$ cat config.mk
export PLATFORM = sky130hd
export DESIGN_NAME = pitch_period_meter
export DESIGN_NICKNAME = d
export VERILOG_FILES = /design/src/rtl/pitch_period_meter_pkg.sv /design/src/rtl/pitch_period_meter_sync_rise_detect.sv /design/src/rtl/pitch_period_meter.sv
export SDC_FILE = /design/constraint.sdc
export NUM_CORES = 1
export LEC_CHECK = 0
export ABC_CLOCK_PERIOD_IN_PS = 5300
export CAP_MARGIN = 15
export CORE_UTILIZATION = 35
export CTS_BUF_LIST = sky130_fd_sc_hd__clkbuf_8 sky130_fd_sc_hd__clkbuf_16
export CTS_CLUSTER_SIZE = 12
export DETAILED_ROUTE_END_ITERATION = 10
export GPL_TIMING_DRIVEN = 1
export HOLD_SLACK_MARGIN = 0.03
export PLACE_DENSITY = 0.52
export SYNTH_ARGS = -nofsm -noshare
export SYNTH_HDL_FRONTEND = slang
export SYNTH_HIERARCHICAL = 1
export SYNTH_SLANG_ARGS = --single-unit
$ cat constraint.sdc
create_clock -name clk -period 5.3 [get_ports clk]
set_input_delay 1.06 -clock clk [delete_from_list [all_inputs] [get_ports clk]]
set_output_delay 1.06 -clock clk [all_outputs]
set_load 0.1 [all_outputs]
$ cat src/rtl/pitch_period_meter_pkg.sv
// Shared audio definitions: reference period of C1 and meter states.
// Also provides the base period used by piano_note.
package pitch_period_meter_pkg;

    localparam int unsigned BASE_CLK_PER_PERIOD = 3057805;
    localparam int unsigned NUM_OCTAVES = 8;

    typedef enum logic [1:0] {
        IDLE,
        ACQUIRE,
        MEASURE
    } meter_state_t;

endpackage

$ cat src/rtl/pitch_period_meter_sync_rise_detect.sv
// Two-flop synchronizer for the comparator input plus a rise detector.
// rise is a single-cycle pulse derived from the synchronized level.
module sync_rise_detect (
    input  logic clk,
    input  logic resetn,
    input  logic sig_in,
    output logic rise
);

    logic [2:0] sh;

    always_ff @(posedge clk) begin
        if (!resetn) begin
            sh <= '0;
        end else begin
            sh <= {sh[1:0], sig_in};
        end
    end

    assign rise = sh[1] & ~sh[2];

endmodule

$ cat src/rtl/pitch_period_meter.sv
// Measures the period of a square wave averaged over four cycles and
// classifies it into one of eight octaves relative to C1.
module pitch_period_meter #(
    parameter int unsigned BASE_CLK_PER_PERIOD =
        pitch_period_meter_pkg::BASE_CLK_PER_PERIOD,
    parameter int unsigned MIN_CLKS     = 2048,
    parameter int unsigned TIMEOUT_CLKS = 6115610
) (
    input  logic        clk,
    input  logic        resetn,
    input  logic        enable,
    input  logic        sig_in,
    output logic [31:0] period_out,
    output logic [2:0]  octave_out,
    output logic        in_range,
    output logic        below_range,
    output logic        above_range,
    output logic        meas_valid,
    output logic        signal_present
);

    import pitch_period_meter_pkg::*;

    logic         rise;
    meter_state_t state;
    meter_state_t state_nx;
    logic [31:0]  cnt;
    logic [33:0]  acc;
    logic [1:0]   idx;
    logic [33:0]  sum;
    logic [31:0]  p_new;
    logic         timeout;
    logic         accept;
    logic         start;
    logic [2:0]   oct_nx;
    logic         in_nx;
    logic         below_nx;
    logic         above_nx;

    sync_rise_detect u_sync (
        .clk    (clk),
        .resetn (resetn),
        .sig_in (sig_in),
        .rise   (rise)
    );

    // cnt holds cycles elapsed since the last accepted edge
    assign timeout = (state != IDLE) && (cnt == TIMEOUT_CLKS);
    assign accept  = rise && (cnt >= MIN_CLKS);
    assign start   = rise && ((state == IDLE) || timeout);
    assign sum     = acc + {2'b00, cnt};
    assign p_new   = sum[33:2];

    always_comb begin
        state_nx = state;
        if (!enable) begin
            state_nx = IDLE;
        end else begin
            unique case (state)
                IDLE: begin
                    if (rise) state_nx = ACQUIRE;
                end
                ACQUIRE, MEASURE: begin
                    if (timeout) begin
                        state_nx = rise ? ACQUIRE : IDLE;
                    end else if (accept) begin
                        state_nx = MEASURE;
                    end
                end
                default: state_nx = IDLE;
            endcase
        end
    end

    always_comb begin
        oct_nx   = 3'd0;
        in_nx    = 1'b0;
        below_nx = 1'b0;
        above_nx = 1'b0;
        if (p_new > BASE_CLK_PER_PERIOD) begin
            below_nx = 1'b1;
        end else if (p_new <= (BASE_CLK_PER_PERIOD >> NUM_OCTAVES)) begin
            above_nx = 1'b1;
            oct_nx   = 3'd7;
        end else begin
            in_nx = 1'b1;
            for (int k = 0; k < NUM_OCTAVES; k++) begin
                if (p_new >  (BASE_CLK_PER_PERIOD >> (k + 1)) &&
                    p_new <= (BASE_CLK_PER_PERIOD >> k)) begin
                    oct_nx = 3'(k);
                end
            end
        end
    end

    always_ff @(posedge clk) begin
        if (!resetn) begin
            state <= IDLE;
        end else begin
            state <= state_nx;
        end
    end

    always_ff @(posedge clk) begin
        if (!resetn) begin
            cnt            <= '0;
            acc            <= '0;
            idx            <= '0;
            period_out     <= '0;
            octave_out     <= '0;
            in_range       <= 1'b0;
            below_range    <= 1'b0;
            above_range    <= 1'b0;
            meas_valid     <= 1'b0;
            signal_present <= 1'b0;
        end else begin
            meas_valid <= 1'b0;
            if (!enable) begin
                cnt            <= '0;
                acc            <= '0;
                idx            <= '0;
                signal_present <= 1'b0;
            end else if (start) begin
                cnt            <= 32'd1;
                acc            <= '0;
                idx            <= '0;
                signal_present <= 1'b0;
            end else if (timeout) begin
                acc            <= '0;
                signal_present <= 1'b0;
            end else if (state != IDLE && accept) begin
                cnt <= 32'd1;
                idx <= idx + 2'd1;
                if (idx == 2'd3) begin
                    acc            <= '0;
                    meas_valid     <= 1'b1;
                    signal_present <= 1'b1;
                    period_out     <= p_new;
                    octave_out     <= oct_nx;
                    in_range       <= in_nx;
                    below_range    <= below_nx;
                    above_range    <= above_nx;
                end else begin
                    acc <= sum;
                end
            end else if (cnt != TIMEOUT_CLKS) begin
                cnt <= cnt + 32'd1;
            end
        end
    end

endmodule

==> reports/results.ini <==
[cts]
cts_sinks = 113
clkTransAtPathRegs_ps = 60
cts_tree = built
clk_latency_ps = 430
postCtsHoldBufs = 0
post_cts_buffers = 0
cts_root_buf = clkbuf_16
cts-resized-gates = 0
clockBufferDepth = 2
cts_buffers = 17
htree_num_levels = 4

[placement]
port_buffers = 43
hpwl_mm = 18.4
dpl-instance-area_sq_um = 8420
preCtsSetupSlack_ps = 1230
gp_congestion = 0.904

[detailed_routing]
dr_wl_met2_mm = 11.2
drtIter0Drc = 452
firstDrtPassIters = 6
vias = 7629
drtAntennaViolNets = 0
highest_layer = met4
routedWlPerCell_um = 18.5
drc = 0
wl_met3_mm = 1.10
via_per_inst = 5.72
wirelength_mm = 24.7
wl_met1_mm = 11.8

[sta]
fin_ws_ps = 1190
skew_ps = 14.5
min_period_ps = 4110
relSlewSlack = 0.321
worst_slew_pin_slew_ps = 1020
setup_violations = 0
slew_viol_final = 0
final.setup.tns_ps = 0
timing.final.crit_share = 0.776
rsz0062_at_grt = false
hold_viol_final = 0
fmax_ghz = 0.243

[critical_path]
crit_type = flip-flop to flip-flop
crit_required_ps = 5580
worstPathCellList = ha_1, fa_1, a21o_1, a311o_4, a32oi_2, a311oi_1, and3b_1, nor2_1, nor4b_1, nand4bb_1, nor4_2, a2bb2oi_1, nor2_1
path_buf_inv = 0
endpoint_kind = flip-flop
critPathMaxFanout = 6
critPathTopFamily = simple AND/OR/NAND/NOR gates
cpPeakStageDelay_ps = 480
cp_slowest_cell = a311o_4
path_common_cell = nor2_1
start_kind = flip-flop
crit_arrival_ps = 4400

[floorplanning]
top_level_ports = 44
core_area_sq_um = 21800
rows = 54
initial_core_util = 0.357
fp.dieW_um = 151
dieArea_sq_um = 22800
chipHeight_um = 151

[power]
vdd_ir_drop_max_mv = 0.149
cellLeakagePower_nw = 3.23
powerDensity_nw_per_um2 = 223

[logic_synthesis]
synth_area_leaders = dfxtp_1, nor2_1, ha_1, a21oi_1, nand2_1
netlist_area_sq_um = 7780
synthArstFlopShare = 0
syn_inst = 1021
synth_edf_count = 0
yosysSeqAreaShare = 0.291
yosysWarnings = 6
synthFlopType = dfxtp_1
yosysUniqueCellTypes = 93
synth_top_area_frac = 0.291
yosysTopAreaCell = dfxtp_1
ys_ff_latch = 113
syn_nets = 1064
synth_common_cells = nor2_1, nand2_1, dfxtp_1
postSynthAreaPerCell_sq_um = 7.62
synth.most_common_cell = nor2_1

[job]
drv_cap = 0

[run_status]
outcome = finished, final reports clean

[global_routing]
grt-ovfl-total = 0
grt_max_degree = 49
grt_pass1_wl_mm = 39.5
grt.total_usage = 0.225
grt_antenna_before_repair = 0
first_global_vias = 7111

[layout]
area_growth_pct = 15.5
fillerInstances = 2281
final_nets = 1084
drive_gt1_frac = 0.0779
final_util = 0.412
num_antenna_cells = 0
design_area_sq_um = 8990

[min_path]
holdCritPathClass = flip-flop to flip-flop

[path summary, 6_finish.rpt]
path,from,to,slack [ps],cells past startpoint
worst min register to register,u_sync/sh[0]$_SDFF_PN0_,u_sync/sh[1]$_SDFF_PN0_,430,1
worst max register to register,cnt[0]$_SDFFE_PN0P_,in_range$_SDFFE_PN0P_,1190,13
worst max-delay path,cnt[0]$_SDFFE_PN0P_,in_range$_SDFFE_PN0P_,1190,13
worst min-delay path,u_sync/sh[0]$_SDFF_PN0_,u_sync/sh[1]$_SDFF_PN0_,430,1
[logic make-up (layout without fill, tap and decap cells)]
logic type,Yosys count,after routing,share of synthesized area
compound gates,285,285,0.257
xor+xnor,54,54,0.0617
fa+ha+maj,39,39,0.0636
buf+inv,72,104,0.0408
flops,113,113,0.291
mux,4,4,0.00514
simple gates,454,454,0.281
[layout by cell type, fill, tap and decap left out, types with 13 or more instances in the layout]
master,Yosys,layout
o21ai_0,34,34
nand4_1,19,19
ha_1,38,38
nor2_1,141,141
dfxtp_1,113,113
a22oi_1,21,21
xor2_1,29,29
a21o_1,13,13
and3_1,13,13
nor3_1,36,36
clkdlybuf4s50_1,0,43
or3_1,17,17
a21oi_1,93,93
clkbuf_16,0,17
buf_4,2,14
and2_1,13,13
inv_1,15,16
nand3_1,43,42
nand2_1,116,116
xnor2_1,24,24
[stage by stage]
| stage | hold WS [ps] | power [W] | cells |
|---|---|---|---|
| after floorplan | 412 | 0.000890 | 1021 |
| after global placement | 414 | 0.000903 | 1302 |
| after detailed placement | 419 | 0.000903 | 1302 |
| after CTS | 435 | 0.00204 | 1333 |
| after global routing | 438 | 0.00207 | 1333 |
| final | 433 | 0.00200 | 1333 |
[per-layer routing]
| metal | global-route usage | up-vias |
|---|---|---|
| li1 | - | 3787 |
| met1 | 0.310 | 3591 |
| met2 | 0.352 | 216 |
| met3 | 0.0389 | 35 |
| met4 | 0.0730 | 0 |
| met5 | 0 | - |
[report_power, final]
group	switching, W	internal, W	leakage (nW)
clock network	0.000435	0.000686	0.269
registers	0.00000180	0.000852	0.910
logic	0.0000228	0.00000747	2.06
total	0.000459	0.00155	3.23
[sequential cells by signal (all words and copies together), names as in the netlist]
name / flops
above_range: 1
acc: 34
below_range: 1
cnt: 32
idx: 2
in_range: 1
meas_valid: 1
octave_out: 3
period_out: 32
signal_present: 1
state: 2
u_sync/sh: 3
[final cells by class]
cell class / count / area (sq um) / share of cell area
clock inverters: 14 / 143 / 0.0159
well taps: 280 / 350 / 0.0390
inverters: 16 / 60.1 / 0.00668
clock buffers: 17 / 425 / 0.0473
multi-input cells: 836 / 5220 / 0.580
repair buffers: 57 / 536 / 0.0596
flip-flops and latches: 113 / 2260 / 0.252
Power figures use the tool's default switching activity.
